===== src/rtl/exc_commit_pkg.sv =====
// Shared constants and types for the commit-side exception/CSR initiator.
package exc_commit_pkg;

    localparam logic [5:0] ECODE_INT = 6'h00;
    localparam logic [5:0] ECODE_ADE = 6'h08;
    localparam logic [5:0] ECODE_ALE = 6'h09;
    localparam logic [5:0] ECODE_SYS = 6'h0B;
    localparam logic [5:0] ECODE_BRK = 6'h0C;
    localparam logic [5:0] ECODE_INE = 6'h0D;

    localparam logic [8:0] ESUB_ADEF = 9'd0;
    localparam logic [8:0] ESUB_ADEM = 9'd1;

    // Bit positions inside wb_exc = {adem, ale, brk, sys, ine, adef}
    localparam int EXC_ADEF = 0;
    localparam int EXC_INE  = 1;
    localparam int EXC_SYS  = 2;
    localparam int EXC_BRK  = 3;
    localparam int EXC_ALE  = 4;
    localparam int EXC_ADEM = 5;

    typedef enum logic [1:0] {
        CSR_NONE = 2'd0,
        CSR_RD   = 2'd1,
        CSR_WR   = 2'd2,
        CSR_XCHG = 2'd3
    } csr_op_e;

    typedef enum logic [1:0] {
        VSEL_ZERO  = 2'd0,
        VSEL_PC    = 2'd1,
        VSEL_VADDR = 2'd2
    } vaddr_sel_e;

    typedef enum logic {
        ST_RUN   = 1'b0,
        ST_REDIR = 1'b1
    } state_e;

endpackage


===== src/rtl/exc_commit_if.sv =====
// Writeback-to-commit handshake bundle; master is the writeback stage.
interface exc_commit_if #(
    parameter int ADDR_W = 32
);
    logic              wb_valid;
    logic              wb_ready;
    logic [ADDR_W-1:0] wb_pc;
    logic [ADDR_W-1:0] wb_vaddr;
    logic [5:0]        wb_exc;
    logic              wb_ertn;
    logic [1:0]        wb_csr_op;
    logic [13:0]       wb_csr_num;
    logic [ADDR_W-1:0] wb_rd_val;
    logic [ADDR_W-1:0] wb_rj_val;
    logic              wb_commit;

    modport master (
        output wb_valid, wb_pc, wb_vaddr, wb_exc, wb_ertn,
               wb_csr_op, wb_csr_num, wb_rd_val, wb_rj_val,
        input  wb_ready, wb_commit
    );

    modport slave (
        input  wb_valid, wb_pc, wb_vaddr, wb_exc, wb_ertn,
               wb_csr_op, wb_csr_num, wb_rd_val, wb_rj_val,
        output wb_ready, wb_commit
    );
endinterface


===== src/rtl/exc_commit_prio_enc.sv =====
// Priority encoder: interrupt > adef > ine > sys > brk > ale > adem > ertn.
module exc_prio_enc
    import exc_commit_pkg::*;
(
    input  logic       int_sig,
    input  logic [5:0] exc,
    input  logic       ertn,
    output logic       take,
    output logic       is_ertn,
    output logic [5:0] ecode,
    output logic [8:0] esubcode,
    output vaddr_sel_e vaddr_sel
);

    always_comb begin
        take      = int_sig || (|exc) || ertn;
        is_ertn   = 1'b0;
        ecode     = ECODE_INT;
        esubcode  = ESUB_ADEF;
        vaddr_sel = VSEL_ZERO;
        if (int_sig) begin
            ecode = ECODE_INT;
        end else if (exc[EXC_ADEF]) begin
            ecode     = ECODE_ADE;
            esubcode  = ESUB_ADEF;
            vaddr_sel = VSEL_PC;
        end else if (exc[EXC_INE]) begin
            ecode = ECODE_INE;
        end else if (exc[EXC_SYS]) begin
            ecode = ECODE_SYS;
        end else if (exc[EXC_BRK]) begin
            ecode = ECODE_BRK;
        end else if (exc[EXC_ALE]) begin
            ecode     = ECODE_ALE;
            vaddr_sel = VSEL_VADDR;
        end else if (exc[EXC_ADEM]) begin
            ecode     = ECODE_ADE;
            esubcode  = ESUB_ADEM;
            vaddr_sel = VSEL_VADDR;
        end else if (ertn) begin
            is_ertn = 1'b1;
        end
    end

endmodule


===== src/rtl/exc_commit.sv =====
// Commit-side CSR/exception initiator with held redirect to IF.
// Optional event counters are built when EXC_STAT_EN is defined.
module exc_commit
    import exc_commit_pkg::*;
#(
    parameter int ADDR_W  = 32,
    parameter int ECODE_W = 6
) (
    input  logic                clk,
    input  logic                resetn,
    exc_commit_if.slave         wb,
    input  logic                int_signal,
    output logic [13:0]         csr_num,
    output logic                csr_we,
    output logic [ADDR_W-1:0]   csr_wdata,
    output logic [ADDR_W-1:0]   csr_wmask,
    output logic                exc_signal,
    output logic                ertn_signal,
    output logic [ECODE_W-1:0]  exc_ecode,
    output logic [8:0]          exc_esubcode,
    output logic [ADDR_W-1:0]   exc_pc,
    output logic [ADDR_W-1:0]   exc_vaddr,
    input  logic [ADDR_W-1:0]   csr_target_pc,
    output logic                flush,
    output logic                redirect_valid,
    output logic [ADDR_W-1:0]   redirect_pc,
    input  logic                redirect_ready,
    output logic [31:0]         exc_count,
    output logic [31:0]         ertn_count
);

    state_e     state, state_nxt;
    logic       take, is_ertn, fire, event_fire;
    logic [5:0] ecode;
    vaddr_sel_e vaddr_sel;

    exc_prio_enc u_prio (
        .int_sig   (int_signal),
        .exc       (wb.wb_exc),
        .ertn      (wb.wb_ertn),
        .take      (take),
        .is_ertn   (is_ertn),
        .ecode     (ecode),
        .esubcode  (exc_esubcode),
        .vaddr_sel (vaddr_sel)
    );

    assign fire       = wb.wb_valid && (state == ST_RUN);
    assign event_fire = fire && take;

    always_ff @(posedge clk or negedge resetn) begin
        if (!resetn) state <= ST_RUN;
        else         state <= state_nxt;
    end

    always_comb begin
        state_nxt = state;
        case (state)
            ST_RUN:   if (event_fire)     state_nxt = ST_REDIR;
            ST_REDIR: if (redirect_ready) state_nxt = ST_RUN;
            default:                      state_nxt = ST_RUN;
        endcase
    end

    always_comb begin
        wb.wb_ready    = (state == ST_RUN);
        wb.wb_commit   = fire && !take;
        exc_signal     = event_fire && !is_ertn;
        ertn_signal    = event_fire && is_ertn;
        flush          = event_fire || (state == ST_REDIR);
        redirect_valid = (state == ST_REDIR);
        csr_we         = fire && !take &&
                         ((wb.wb_csr_op == CSR_WR) || (wb.wb_csr_op == CSR_XCHG));
        csr_wdata      = wb.wb_rd_val;
        csr_wmask      = (wb.wb_csr_op == CSR_XCHG) ? wb.wb_rj_val : '1;
        csr_num        = wb.wb_csr_num;
        exc_ecode      = ECODE_W'(ecode);
        exc_pc         = wb.wb_pc;
        case (vaddr_sel)
            VSEL_PC:    exc_vaddr = wb.wb_pc;
            VSEL_VADDR: exc_vaddr = wb.wb_vaddr;
            default:    exc_vaddr = '0;
        endcase
    end

    // The CSR target is only valid during the pulse cycle, so it is captured then.
    always_ff @(posedge clk or negedge resetn) begin
        if (!resetn)         redirect_pc <= '0;
        else if (event_fire) redirect_pc <= csr_target_pc;
    end

`ifdef EXC_STAT_EN
    always_ff @(posedge clk or negedge resetn) begin
        if (!resetn) begin
            exc_count  <= '0;
            ertn_count <= '0;
        end else begin
            if (exc_signal && (exc_count != '1))   exc_count  <= exc_count + 32'd1;
            if (ertn_signal && (ertn_count != '1)) ertn_count <= ertn_count + 32'd1;
        end
    end
`else
    assign exc_count  = '0;
    assign ertn_count = '0;
`endif

endmodule


===== src/flat_wrapper.sv =====
// flat-port wrapper written by rule: the top's interface ports become plain ports
module exc_commit_flat import exc_commit_pkg::*;
#(
    parameter int ADDR_W  = 32,
    parameter int ECODE_W = 6
)
  (clk, resetn, int_signal, csr_num, csr_we, csr_wdata, csr_wmask, exc_signal, ertn_signal, exc_ecode, exc_esubcode, exc_pc, exc_vaddr, csr_target_pc, flush, redirect_valid, redirect_pc, redirect_ready, exc_count, ertn_count, wb_wb_valid, wb_wb_pc, wb_wb_vaddr, wb_wb_exc, wb_wb_ertn, wb_wb_csr_op, wb_wb_csr_num, wb_wb_rd_val, wb_wb_rj_val, wb_wb_ready, wb_wb_commit);
  exc_commit_if #(.ADDR_W(ADDR_W)) wb_i ();
  input  logic clk;
  input  logic resetn;
  input  logic int_signal;
  output logic [13:0] csr_num;
  output logic csr_we;
  output logic [ADDR_W-1:0] csr_wdata;
  output logic [ADDR_W-1:0] csr_wmask;
  output logic exc_signal;
  output logic ertn_signal;
  output logic [ECODE_W-1:0] exc_ecode;
  output logic [8:0] exc_esubcode;
  output logic [ADDR_W-1:0] exc_pc;
  output logic [ADDR_W-1:0] exc_vaddr;
  input  logic [ADDR_W-1:0] csr_target_pc;
  output logic flush;
  output logic redirect_valid;
  output logic [ADDR_W-1:0] redirect_pc;
  input  logic redirect_ready;
  output logic [31:0] exc_count;
  output logic [31:0] ertn_count;
  input wire logic [$bits(wb_i.wb_valid)-1:0] wb_wb_valid;
  input wire logic [$bits(wb_i.wb_pc)-1:0] wb_wb_pc;
  input wire logic [$bits(wb_i.wb_vaddr)-1:0] wb_wb_vaddr;
  input wire logic [$bits(wb_i.wb_exc)-1:0] wb_wb_exc;
  input wire logic [$bits(wb_i.wb_ertn)-1:0] wb_wb_ertn;
  input wire logic [$bits(wb_i.wb_csr_op)-1:0] wb_wb_csr_op;
  input wire logic [$bits(wb_i.wb_csr_num)-1:0] wb_wb_csr_num;
  input wire logic [$bits(wb_i.wb_rd_val)-1:0] wb_wb_rd_val;
  input wire logic [$bits(wb_i.wb_rj_val)-1:0] wb_wb_rj_val;
  output wire logic [$bits(wb_i.wb_ready)-1:0] wb_wb_ready;
  output wire logic [$bits(wb_i.wb_commit)-1:0] wb_wb_commit;
  assign wb_i.wb_valid = wb_wb_valid;
  assign wb_i.wb_pc = wb_wb_pc;
  assign wb_i.wb_vaddr = wb_wb_vaddr;
  assign wb_i.wb_exc = wb_wb_exc;
  assign wb_i.wb_ertn = wb_wb_ertn;
  assign wb_i.wb_csr_op = wb_wb_csr_op;
  assign wb_i.wb_csr_num = wb_wb_csr_num;
  assign wb_i.wb_rd_val = wb_wb_rd_val;
  assign wb_i.wb_rj_val = wb_wb_rj_val;
  assign wb_wb_ready = wb_i.wb_ready;
  assign wb_wb_commit = wb_i.wb_commit;
  exc_commit #(.ADDR_W(ADDR_W), .ECODE_W(ECODE_W)) u_core (.clk(clk), .resetn(resetn), .wb(wb_i), .int_signal(int_signal), .csr_num(csr_num), .csr_we(csr_we), .csr_wdata(csr_wdata), .csr_wmask(csr_wmask), .exc_signal(exc_signal), .ertn_signal(ertn_signal), .exc_ecode(exc_ecode), .exc_esubcode(exc_esubcode), .exc_pc(exc_pc), .exc_vaddr(exc_vaddr), .csr_target_pc(csr_target_pc), .flush(flush), .redirect_valid(redirect_valid), .redirect_pc(redirect_pc), .redirect_ready(redirect_ready), .exc_count(exc_count), .ertn_count(ertn_count));
endmodule

===== config.mk =====
export PLATFORM = sky130hd
export DESIGN_NAME = exc_commit_flat
export DESIGN_NICKNAME = d
export VERILOG_FILES = /design/src/rtl/exc_commit_pkg.sv /design/src/rtl/exc_commit_if.sv /design/src/rtl/exc_commit_prio_enc.sv /design/src/rtl/exc_commit.sv /design/src/flat_wrapper.sv
export SDC_FILE = /design/constraint.sdc
export NUM_CORES = 1
export LEC_CHECK = 0
export CORE_AREA = 2 2 173 175
export CTS_CLUSTER_SIZE = 10
export DETAILED_ROUTE_END_ITERATION = 10
export DIE_AREA = 0 0 175 177
export GPL_ROUTABILITY_DRIVEN = 0
export MAX_ROUTING_LAYER = met4
export SLEW_MARGIN = 20
export SYNTH_ARGS = -nofsm -noshare
export SYNTH_HDL_FRONTEND = slang
export SYNTH_SLANG_ARGS = --single-unit

===== constraint.sdc =====
create_clock -name clk -period 2.65 [get_ports clk]
set_input_delay 0.53 -clock clk [delete_from_list [all_inputs] [get_ports clk]]
set_output_delay 0.53 -clock clk [all_outputs]
set_load 0.005 [all_outputs]

# Yosys cells after proc, flatten, opt, wreduce, memory -nomap -nowiden

Index checks and enable logic that the tools add are counted.

Memory bits (read-only): 0
Latch bits: 0
Output and inout bits: 260
Memories kept: 0
Bits in registers: 33
Bits of input ports: 188
Memory bits (writable): 0

Div/mod/pow operators: 0
$lt $le $gt $ge: 0
Bitwise gates (word level): 1
$add $sub $neg: 0
Mux-type cells: 34
Reduce and logical (&&, ||, !) cells: 13
Multipliers: 0
Equal/unequal tests: 4
Shift operators: 0

Operators by type and width:

| kind                                           | number |
|---|---|
| case mux 32 bit (2 select lines)               | 1 |
| two-way mux 32 bit                             | 1 |
| two-way mux 4 bit                              | 7 |
| two-way mux 1 bit                              | 17 |
| two-way mux 2 bit                              | 7 |
| == test 2 bit (second input constant)          | 3 |
| logical AND 1 bit                              | 6 |
| OR reduction 6 bit                             | 1 |
| logical OR 1 bit                               | 4 |
| == test 2 x 1 -> 1 bit (second input constant) | 1 |
| logical NOT 1 bit                              | 2 |
| case mux 1 bit (2 select lines)                | 1 |
| inverter 1 bit                                 | 1 |

# Logic depth before layout (Yosys ltp)

Depth after elaboration: 10
Mapped depth: 7

# By module

From an unflattened synthesis, not the netlist that was laid out.

Cell total of the unflattened synthesis: 362
Area total of the unflattened synthesis: 3296.9 um^2

By module, submodules not included:

| module       | instances | cells each | area an instance (um^2) |
|---|---|---|---|
| exc_commit   | 1         | 334        | 3098.0 |
| exc_prio_enc | 1         | 28         | 198.9 |

# Least setup slack after synthesis

OpenSTA, ideal clock, no wires.

Path type: input-to-output
From: input port wb_wb_exc[2]
To: output port exc_vaddr[10]
Setup slack: 0.100 ns
Arrival time: 2.020 ns
Stages: 7
Required time: 2.120 ns
Path through: nor4_4 or2b_1 nor2_1 ha_1 clkbuf_1 a22oi_1 nor2_1

Cells in the longest elaborated chain, start to end: 6
Elaborated cells on any way between the ends: 7
Classes of those cells: eq/ne: 2; mux: 5

RTL lines:

| what                                                           | line                      | text |
|---|---|---|
| start, declared                                                | flat_wrapper.sv:32        | `input wire logic [$bits(wb_i.wb_exc)-1:0] wb_wb_exc;` |
| two-way mux 2 bit *                                            | exc_commit_prio_enc.sv:29 | `end else if (exc[EXC_SYS]) begin` |
| two-way mux 2 bit *                                            | exc_commit_prio_enc.sv:27 | `end else if (exc[EXC_INE]) begin` |
| two-way mux 2 bit *                                            | exc_commit_prio_enc.sv:23 | `end else if (exc[EXC_ADEF]) begin` |
| two-way mux 2 bit *                                            | exc_commit_prio_enc.sv:21 | `if (int_sig) begin` |
| == test 2 bit / == test 2 x 1 -> 1 bit (equally long branches) | exc_commit.sv:79          | `case (vaddr_sel)` |
| case mux 32 bit (2 select lines) *                             | exc_commit.sv:79          |  |
| end, declared                                                  | flat_wrapper.sv:21        | `output logic [ADDR_W-1:0] exc_vaddr;` |

Mark *: on every way between the ends. The rest lies on a longest branch, timed or not.

# Worst setup path in the final report

From: input port wb_wb_exc[1]
To: output port exc_vaddr[23]

Cells in the longest elaborated chain, start to end: 5
Elaborated cells on any way between the ends: 6
Classes of those cells: eq/ne: 2; mux: 4

RTL lines:

| what                                                           | line |
|---|---|
| two-way mux 2 bit *                                            | exc_commit_prio_enc.sv:27 |
| two-way mux 2 bit *                                            | exc_commit_prio_enc.sv:23 |
| two-way mux 2 bit *                                            | exc_commit_prio_enc.sv:21 |
| == test 2 bit / == test 2 x 1 -> 1 bit (equally long branches) | exc_commit.sv:79 |
| case mux 32 bit (2 select lines) *                             | exc_commit.sv:79 |

Marks and branches as above.

==> results.cfg <==
[synth]
number_of_flip_flops_and_latches_in_the_synthesized_netlist = 33
netlist_top_cells_area = sky130_fd_sc_hd__buf_4, sky130_fd_sc_hd__dfrtp_1, sky130_fd_sc_hd__mux2_4, sky130_fd_sc_hd__a22oi_1, sky130_fd_sc_hd__or2_2
synthDominantAreaCellType = sky130_fd_sc_hd__buf_4
synth_top_cells_by_count = sky130_fd_sc_hd__buf_4, sky130_fd_sc_hd__nor2_1, sky130_fd_sc_hd__dfrtp_1
synthDominantCellAreaShare = 0.344
synth_area_per_cell_um2 = 9.10
post-synth-top-count-cell = sky130_fd_sc_hd__buf_4
synth-main-ff-cell = sky130_fd_sc_hd__dfrtp_1
yosysWarnings = 0
mappedNetlistArea_um2 = 3310
synthArstFlopShare = 1.00
synth_edf_count = 0
synth_cells = 364
ys_seq_area_frac = 0.249
yosys.cell_types.count = 29

[power_and_ir_drop]
vdd_drop_max_uv = 531
power.static_leakage_nw = 2.70
power.net_switching_mw = 0.613
p_seq_frac = 0.296
combPwrFrac = 0.442
p_int_mw = 1.72
power.clock.fraction = 0.262
p_sw_frac = 0.263
power-per-cell-area_nw_per_um2 = 366

[worst_setup_path]
worst_ep_arrival_time_ns = 2.23
path_max_fanout = 6
critical_path_required_ns = 2.12
path_delay_family = simple AND/OR/NAND/NOR gates
critical-path-max-stage-delay_ns = 0.31
startpoint_type = input port
type_of_element_capturing_the_critical_path = output pin
cp.buffers_inverters = 5
worstSetupPathType = in -> out
path_cells = buf_8 -> nor4_4 -> or2b_1 -> nor2_2 -> ha_4 -> buf_6 -> buf_16 -> buf_8 -> a22oi_2 -> nor2_1 -> buf_2
rrSetupSlack_ns = 0.93
crit_top_cell = sky130_fd_sc_hd__buf_8
critical_path.slowest_cell = sky130_fd_sc_hd__nor4_4

[status]
status = finished, violations left
failed_checks = setup timing

[floorplan]
std_cell_rows = 63
initial_cell_density_of_the_core = 0.113
die_height_um = 177
io_pins = 448
dieArea_um2 = 31000
fp.coreArea_um2 = 29200
fp.dieW_um = 175

[sta]
timing.final.ws_setup_ns = -0.105
report.final.hold_viol_count = 0
max_freq_mhz = 363
finalSetupViolations = 25
skew_ns = 0.00338
final_min_period_over_clock_period = 1.04
rsz0062_at_grt = yes
maxSlewViolCount = 0
min_clock_period_post_route_ns = 2.76
setup_total_neg_slack_ns = -1.30

[final_layout]
insertedDiodeCount = 0
layout.core_utilization = 0.218
drive_gt1_frac = 0.303
fin_nets = 790
stdcell_count = 991
syn_to_final_growth_pct = 92.0

[global_routing]
grt_remaining_overflow = 0
wire_length_of_the_first_global_routing_pass_um = 19900
first_global_vias = 3191
largest_net_degree_at_the_start_of_global_routing = 34
globalRouteTotalUtil = 0.0883
antenna_violations_before_repair = 0

[routing]
wirelength_um = 15000
drcViolationCount = 0
first_pass_iters = 4
detailroute.via_count = 3154
routed_wire_length_per_instance_um = 15.1
drtAntennaViolNets = 0
post_drt_via_cell_ratio = 3.18
drt_first_iter_violations = 77

[cts]
worst_setup_hold_path_clk_slew_ns = 0.05
cts_made_buffers = 5
cts-root-buf = sky130_fd_sc_hd__clkbuf_16
ctsHtreeMaxLevel = 2
worstSkewPairLatency_ns = 0.28
clockBufferDepth = 2
cts.sink_count = 33
cts_tree = done

[place]
numPlacedInstances = 963
number_of_buffers_inserted_by_port_buffering = 281
dp.final_hpwl_um = 11300

[run]
max_cap_viol_count = 0

[worst_hold_path]
hold_wc_path_type = reg -> reg
-- kinds of logic after synthesis --
kind of cell	after synthesis	synth area share
buffers and inverters	173	0.375
other	1	0.00113
adder cells (fa/ha/maj)	2	0.00755
AO/OA/AOI/OAI	40	0.0918
AND/OR/NAND/NOR	83	0.133
flip-flops	33	0.249
multiplexers	32	0.142
-- per-layer routing --
metal  wire length [um]  up-vias  track usage
li1                   -     1442            -
met5                  0        -            -
met4                386        0       0.0337
met1               6530     1452        0.111
met2               6840      219        0.134
met3               1240       41       0.0245
-- cell usage in the layout (no fill, tap or decap), types with 2 or more instances in the layout --
cell,n
sky130_fd_sc_hd__a22oi_1,7
sky130_fd_sc_hd__buf_8,4
sky130_fd_sc_hd__a21oi_1,3
sky130_fd_sc_hd__a22oi_2,25
sky130_fd_sc_hd__buf_4,26
sky130_fd_sc_hd__mux2_4,29
sky130_fd_sc_hd__clkbuf_16,7
sky130_fd_sc_hd__buf_12,6
sky130_fd_sc_hd__nor2_2,2
sky130_fd_sc_hd__buf_2,28
sky130_fd_sc_hd__inv_1,5
sky130_fd_sc_hd__conb_1,74
sky130_fd_sc_hd__nor3_1,2
sky130_fd_sc_hd__clkbuf_8,2
sky130_fd_sc_hd__ha_4,2
sky130_fd_sc_hd__dlygate4sd2_1,8
sky130_fd_sc_hd__or2_2,32
sky130_fd_sc_hd__mux2_2,3
sky130_fd_sc_hd__dlymetal6s2s_1,6
sky130_fd_sc_hd__clkdlybuf4s50_1,234
sky130_fd_sc_hd__dfrtp_1,33
sky130_fd_sc_hd__nor2_1,35
sky130_fd_sc_hd__buf_6,6
-- repair_timing --
item,4_1_cts,5_1_grt
hold endpoints to repair,0,0
buffers inserted,14,5
pin swaps,32,20
setup endpoints to repair,39,40
gates resized for setup,172,28
hold buffers,0,0
gates cloned,3,2
-- through the flow --
| stage | hold WS [ns] | worst slack, ns | power, mW | instance area, um2 |
|---|---|---|---|---|
| 6_report | 0.510 | -0.105 | 2.33 | 6360 |
| 3_3_place_gp | 0.492 | -0.819 | 1.69 | 5890 |
| 4_1_cts | 0.515 | -0.187 | 2.35 | 6250 |
| 5_1_grt | 0.528 | -0.240 | 2.46 | 6360 |
| 3_5_place_dp | 0.490 | -0.859 | 1.69 | 5890 |
| 2_1_floorplan | 0.234 | 0.0998 | 1.18 | 3590 |
-- layout make-up --
class / instances / area [um2]
tap: 390 / 488
clock buffer: 7 / 153
inverter: 5 / 18.8
multi-input combinational: 231 / 1700
clock inverter: 1 / 5.00
timing repair buffer: 324 / 3170
fill: 3198 / 22900
sequential: 33 / 826
-- sequential cells by signal, summed over array words and instances (netlist names) --
register / cells
u_core.redirect_valid: 1
u_core.redirect_pc: 32
-- power by group through the flow --
stage | clock network (mW) | logic, mW | registers [mW]
after floorplan | 0 | 0.483 | 0.696
after global placement | 0 | 0.994 | 0.694
after detailed placement | 0 | 1.00 | 0.687
after CTS | 0.637 | 1.02 | 0.692
after global routing | 0.660 | 1.10 | 0.706
final | 0.611 | 1.03 | 0.690
-- final timing paths --
path,startpoint,end,cells after the start
worst max-delay path,wb_wb_exc[1],exc_vaddr[23],11
worst max register to register,u_core.redirect_valid,u_core.redirect_pc[16],5
max in group asynchronous,resetn,u_core.redirect_pc[18],2
min in group asynchronous,resetn,u_core.redirect_pc[11],2
worst min register to register,u_core.redirect_pc[13],u_core.redirect_pc[13],1
worst min-delay path,u_core.redirect_pc[13],u_core.redirect_pc[13],1
Note: power is estimated with default switching activity, not from simulation.
